### src/rtl/tdc_meas_ctrl.sv
// Measurement sequencer for the tapped-delay-line TDC: arm, coarse count, settle, fine decode, result handshake.
// Optional continuous mode: define TDC_AUTO_REARM_EN to re-arm directly after each accepted result.
module tdc_meas_ctrl #(
   parameter int          COARSE_W   = 16,
   parameter int          SETTLE_CYC = 2,
   parameter int unsigned TIMEOUT    = 32'hFFF0
) (
   input  logic                clk,
   input  logic                rst,
   input  logic                start_i,
   input  logic                edge_pol_i,
   input  logic                abort_i,
   input  logic                hit_i,
   input  logic [7:0]          fine_i,
   output logic                cap_en_o,
   output logic                shift_o,
   output logic                busy_o,
   output logic                m_valid_o,
   input  logic                m_ready_i,
   output logic [COARSE_W-1:0] m_coarse_o,
   output logic [7:0]          m_fine_o,
   output logic                m_err_o,
   output logic                m_tmo_o
);

   localparam logic [2:0] S_IDLE   = 3'd0;
   localparam logic [2:0] S_ARMED  = 3'd1;
   localparam logic [2:0] S_SETTLE = 3'd2;
   localparam logic [2:0] S_DECODE = 3'd3;
   localparam logic [2:0] S_OUT    = 3'd4;

   localparam int SW = (SETTLE_CYC > 1) ? $clog2(SETTLE_CYC) : 1;
   localparam logic [SW-1:0]       SETTLE_LAST = SW'(SETTLE_CYC - 1);
   localparam logic [COARSE_W-1:0] TMO_LAST    = COARSE_W'(TIMEOUT - 1);
   localparam logic [COARSE_W-1:0] TMO_VAL     = COARSE_W'(TIMEOUT);

   logic [2:0]          state_q, state_d;
   logic [COARSE_W-1:0] cnt_q, cnt_d;
   logic [SW-1:0]       settle_q, settle_d;
   logic                shift_q, shift_d;
   logic [COARSE_W-1:0] coarse_q, coarse_d;
   logic [7:0]          fine_q, fine_d;
   logic                err_q, err_d;
   logic                tmo_q, tmo_d;
   logic                cap_en_q, busy_q, valid_q;

   always_comb begin
      state_d  = state_q;
      cnt_d    = cnt_q;
      settle_d = settle_q;
      shift_d  = shift_q;
      coarse_d = coarse_q;
      fine_d   = fine_q;
      err_d    = err_q;
      tmo_d    = tmo_q;
      if (abort_i) begin
         state_d = S_IDLE;
         err_d   = 1'b0;
         tmo_d   = 1'b0;
      end else begin
         case (state_q)
            S_IDLE: begin
               if (start_i) begin
                  shift_d = edge_pol_i;
                  cnt_d   = '0;
                  state_d = S_ARMED;
               end
            end
            S_ARMED: begin
               // A hit on the timeout cycle wins over the timeout.
               if (hit_i) begin
                  coarse_d = cnt_q;
                  tmo_d    = 1'b0;
                  err_d    = 1'b0;
                  settle_d = '0;
                  state_d  = S_SETTLE;
               end else if (cnt_q == TMO_LAST) begin
                  coarse_d = TMO_VAL;
                  fine_d   = 8'hFF;
                  tmo_d    = 1'b1;
                  err_d    = 1'b0;
                  state_d  = S_OUT;
               end else begin
                  cnt_d = cnt_q + 1'b1;
               end
            end
            S_SETTLE: begin
               settle_d = settle_q + 1'b1;
               if (settle_q == SETTLE_LAST) begin
                  state_d = S_DECODE;
               end
            end
            S_DECODE: begin
               fine_d  = fine_i;
               err_d   = (fine_i == 8'hFF);
               state_d = S_OUT;
            end
            S_OUT: begin
               if (m_ready_i) begin
`ifdef TDC_AUTO_REARM_EN
                  cnt_d   = '0;
                  state_d = S_ARMED;
`else
                  state_d = S_IDLE;
`endif
               end
            end
            default: state_d = S_IDLE;
         endcase
      end
   end

   // Status outputs are registered from the next state so they line up with the state register.
   always_ff @(posedge clk) begin
      if (rst) begin
         state_q  <= S_IDLE;
         cnt_q    <= '0;
         settle_q <= '0;
         shift_q  <= 1'b0;
         coarse_q <= '0;
         fine_q   <= '0;
         err_q    <= 1'b0;
         tmo_q    <= 1'b0;
         cap_en_q <= 1'b0;
         busy_q   <= 1'b0;
         valid_q  <= 1'b0;
      end else begin
         state_q  <= state_d;
         cnt_q    <= cnt_d;
         settle_q <= settle_d;
         shift_q  <= shift_d;
         coarse_q <= coarse_d;
         fine_q   <= fine_d;
         err_q    <= err_d;
         tmo_q    <= tmo_d;
         cap_en_q <= (state_d == S_ARMED);
         busy_q   <= (state_d != S_IDLE);
         valid_q  <= (state_d == S_OUT);
      end
   end

   assign cap_en_o   = cap_en_q;
   assign shift_o    = shift_q;
   assign busy_o     = busy_q;
   assign m_valid_o  = valid_q;
   assign m_coarse_o = coarse_q;
   assign m_fine_o   = fine_q;
   assign m_err_o    = err_q;
   assign m_tmo_o    = tmo_q;

endmodule

### config.mk
export PLATFORM = sky130hd
export DESIGN_NAME = tdc_meas_ctrl
export DESIGN_NICKNAME = d
export VERILOG_FILES = /design/src/rtl/tdc_meas_ctrl.sv
export SDC_FILE = /design/constraint.sdc
export NUM_CORES = 1
export LEC_CHECK = 0
export BUFFER_PORTS_ARGS = -buffer_cell sky130_fd_sc_hd__buf_4
export CAP_MARGIN = 20
export CELL_PAD_IN_SITES_DETAIL_PLACEMENT = 1
export CELL_PAD_IN_SITES_GLOBAL_PLACEMENT = 1
export CORE_UTILIZATION = 40
export CTS_CLUSTER_SIZE = 30
export DETAILED_ROUTE_END_ITERATION = 7
export GPL_ROUTABILITY_DRIVEN = 1
export PLACE_DENSITY = 0.76
export SETUP_SLACK_MARGIN = 0.5
export SLEW_MARGIN = 25
export SYNTH_ARGS = -nofsm -noshare
export SYNTH_HDL_FRONTEND = slang
export SYNTH_SLANG_ARGS = --single-unit
### constraint.sdc
create_clock -name clk -period 2.1 [get_ports clk]
set_input_delay 0.105 -clock clk [delete_from_list [all_inputs] [get_ports clk]]
set_output_delay 0.105 -clock clk [all_outputs]
set_load 0.005 [all_outputs]
After elaboration in Yosys (flattened, before gate mapping)
Cells that the tools add are included.

Add/sub/neg operators: 2. Muxes and demuxes: 23. Bitwise operators: 1. Reduce and logical (&&, ||, !) cells: 14. Equality and inequality tests: 14.

Operator list (count): $mux 16 (5); $pmux 16 s2 (1); $mux 3 (6); $add 16x1->16 const B (1); $eq 16x16->1 const B (1); $mux 8 (2); $pmux 8 s2 (1); $pmux 3 s5 (1); $ne 2x2->1 const B (5); $reduce_and 3->1 (3); $eq 8x8->1 const B (1); $reduce_bool 2->1 (4); $eq 3x1->1 const B (2); $eq 3x2->1 const B (2); $eq 3x3->1 const B (2); $mux 1 (5); $reduce_and 5->1 (1); $pmux 1 s2 (2); $reduce_and 2->1 (2); $reduce_and 4->1 (1); $logic_not 3->1 (1); $ne 3x3->1 const B (1); $reduce_bool 3->1 (1); $reduce_or 2->1 (1); 2 further kinds (2).

Output and inout bits: 30. Bits of input ports: 15. Logic and storage cells: 65. Register bits after elaboration: 50.

Depth between registers and ports, before layout
Depth after elaboration: 6. Gate-level depth with buffers: 7. Mapped depth without buffers: 6.

Least setup slack after synthesis
Ideal clock, no wire load.

Path type: register to register. From: register cnt_q[0]. To: register coarse_q[10], in the netlist m_coarse_o[10]. Arrival time: 1.748 ns. Cell stages (with the launch flop): 8. Setup time: 0.074 ns. Clock period less this slack: 1.822 ns. Data required time: 2.026 ns. Slack: 0.278 ns. Buffers on the path: 1. Path through: dfxtp_1 ha_1 nand4_1 or4_4 a21boi_4 buf_6 nor2_1 nor3_2.

Word-level cells in the longest chain between the ends: 3.

RTL lines: start: declaration (line 38) `logic [COARSE_W-1:0] cnt_q, cnt_d;`; start signal: assignment (line 129) `cnt_q <= cnt_d;`; $eq 16x16->1 (line 77) `end else if (cnt_q == TMO_LAST) begin`; $reduce_bool 2->1 (no source line); $reduce_and 3->1 (no source line); end signal: assignment (line 132) `coarse_q <= coarse_d;`; end: declaration (line 41) `logic [COARSE_W-1:0] coarse_q, coarse_d;`.

Every way passes these cells. A chain may end at the register's enable or synchronous reset.

Worst setup path in the final report
From: register cnt_q[1]. To: register coarse_q[12], in the netlist m_coarse_o[12].

Same word-level chain as after synthesis.

==> metrics.cfg <==
[run_status]
outcome = finished, final reports clean

[sta]
period_share_pct = 88.1
finClkSkew_ns = 0.00517
fin_tns_setup_ns = 0
rsz0062_at_grt = yes
min_period_ns = 1.85
setup_viol = 0
hold_violations = 0
whs_ns = 0.0243
worst_pin_slew_ns = 0.570
slew_viol_final = 0
fmax_ghz = 0.540
max_slew_margin_pct = 61.8

[drt]
drcViolationCount = 0
viasPerCell = 5.51
drt_wl_total_mm = 7.24
first_pass_iters = 4
drtIter0Drc = 173
wl_per_cell_um = 17.5
ant_nets = 0
via_count = 2274

[logic_synthesis]
synth_area_leaders = dfxtp_1, nor2_1, nor3_2, nor3_1, a21oi_1
synth-compound-area-share_pct = 13.0
synth-simple-area-share_pct = 34.7
yosysSeqAreaShare_pct = 43.3
synth_cell_types = 45
synthMuxAreaShare_pct = 2.22
synth_xor_area_share_pct = 3.03
yosys.area.top_type = dfxtp_1
synth_edf_count = 0
yosys-top-cells-count = nor2_1, dfxtp_1, nor3_1, nand2_1, a21oi_1
syn_inst = 271
ys_ff_latch = 50
yosysMostFrequentCell = nor2_1
syn-num-nets = 287
netlist.area_leader.share_pct = 43.3
ys_warn_count = 0
netlist_area_um2 = 2310
synth_top_family_by_area = simple AND/OR/NAND/NOR gates
synth.avg_cell_area_um2 = 8.53
synthAdderAreaFrac_pct = 0.541
synth_ff_type = dfxtp_1
async_flop_share_pct = 0

[hold_path]
min_from = edge_pol_i
hold_class = in2reg

[run]
cap_violations = 0

[cells_and_area]
drive_gt1_share_pct = 40.2
syn_to_final_growth_pct = 38.4
antennaDiodeCount = 0
fin_nets = 356

[clock_network]
cts_max_level = 2
cts_tree = built
numCtsBuffers = 5
clkSlewWorstSetupHoldPaths_ns = 0.09
clkSinkCount = 50
cts_root_buf = clkbuf_8
clkLatencyLatePin_ns = 0.31
clock_tree.buffer_depth = 2

[critical_path]
reg2reg_depth = 7
cp-startpoint = cnt_q[1]
crit_path_end = m_coarse_o[12]
crit_required_ns = 2.32
crit_path_start_kind = register
rr_startpoint = cnt_q[1]
r2r-end = m_coarse_o[12]
crit_path_max_fanout = 12
critPathKind = reg2reg
arrival_ns = 2.07
r2r_slack_ns = 0.25
end_kind = register

[global_routing]
grt_start_max_net_pins = 36
grt_pass1_wl_mm = 11.3
antenna_found_initial = 0
gr-usage-all-layers_pct = 24.0
grt_pass1_vias = 2229
grt_overflow_total = 0

[power]
pwr-share-comb_pct = 9.1
p_sw_mw = 0.449
seq_power_share_pct = 53.9
p_clk_share_pct = 37.0
cell_internal_pwr_mw = 1.32
power_density_nw_per_um2 = 553
ir_drop_mv = 0.282
p_leak_nw = 1.30
power.share.switching_pct = 25.4

[floorplanning]
core_um2 = 5540
io_pins = 45
die_h_um = 78.0
dieArea_um2 = 6090
num_rows = 27
start_util_pct = 41.7
die_x_um = 78.0

[placed_design]
gp_congestion = 0.855
io_buffers = 44
place_hpwl_mm = 4.64

==> critical path, stage by stage, from the launching register on <==
cell	delay, ns
dfxtp_4	0.37
ha_4	0.14
nand4_1	0.14
or4_4	0.52
a21boi_4	0.21
buf_12	0.15
nor2_1	0.05
a211oi_1	0.19
==> registers in the layout, summed over array words and instances, names as in the netlist, 3 cells and up <==
name	count
cnt_q	16
m_coarse_o	16
m_fine_o	8
state_q	3
==> cells in the final DEF, fill, tap and decap left out, types with 3 or more instances in the layout <==
cell type,n
buf_4,73
nor2_1,59
dfxtp_1,36
nor3_1,15
nand2_1,13
nor3_2,12
a21oi_1,11
dfxtp_4,11
nand3_1,9
nand4_1,8
xnor2_1,6
nand2b_1,5
a211oi_1,5
clkbuf_8,5
inv_1,4
o21ai_0,4
mux2i_1,4
a22oi_1,4
nor2_2,3
and2_1,3
o21ai_1,3
dfxtp_2,3
==> power groups by stage <==
stage	logic (mW)	clock network, mW	registers, mW
final	0.161	0.655	0.952
after global routing	0.173	0.709	0.954
after detailed placement	0.138	0	0.987
after global placement	0.136	0	0.987
after CTS	0.147	0.658	0.954
after floorplan	0.0791	0	0.984
==> routing by layer <==
| layer | global-route usage, % | share of wire (%) | vias to the layer above |
|---|---|---|---|
| met5 | 0 | 0 | - |
| met4 | 6.85 | 1.4 | 0 |
| met3 | 3.84 | 3.1 | 12 |
| met2 | 43.7 | 54 | 43 |
| met1 | 29.1 | 42 | 1121 |
| li1 | - | - | 1098 |
==> cell type report <==
| type | count | area [um^2] |
|---|---|---|
| clock buffer | 6 | 93.8 |
| multi-input combinational | 205 | 1370 |
| tap | 72 | 90.1 |
| fill | 662 | 2340 |
| sequential | 50 | 1050 |
| inverter | 4 | 15.0 |
| timing repair buffer | 74 | 568 |
| clock inverter | 2 | 13.8 |
==> per-stage QoR <==
stage	cells	worst slack, ns	instance area (um^2)	utilization, %	power, mW
after floorplan	271	0.353	2330	-	1.06
after global placement	390	0.156	2800	50.6	1.12
after detailed placement	390	0.0847	2800	50.6	1.13
after CTS	408	0.369	3100	56.0	1.76
after global routing	413	0.212	3200	57.7	1.84
final	413	0.249	3200	57.7	1.77
==> worst min path at each step <==
| stage | endpoint | slack [ns] | cells past startpoint |
|---|---|---|---|
| after floorplan | shift_o | 0.25 | 2 |
| after global placement | shift_o | 0.34 | 3 |
| after detailed placement | shift_o | 0.35 | 3 |
| after CTS | shift_o | 0.03 | 3 |
| after global routing | m_err_o | 0.06 | 2 |
| final | shift_o | 0.02 | 3 |
==> repair_timing <==
item,4_1_cts,5_1_grt
buffers inserted,10,5
hold buffers,0,0
resized for setup,37,14
setup endpoints to repair,46,45
pin swaps,12,8
endpoints found under the hold margin,0,0
==> logic make-up after synthesis <==
family / count (synthesis)
AOI/OAI and AO/OA: 43
xor gates and xnor gates: 8
adders and majority gates: 1
buffers and inverters: 16
DFF: 50
muxes: 5
and+or+nand+nor: 148
(Power assumes the default switching activity.)
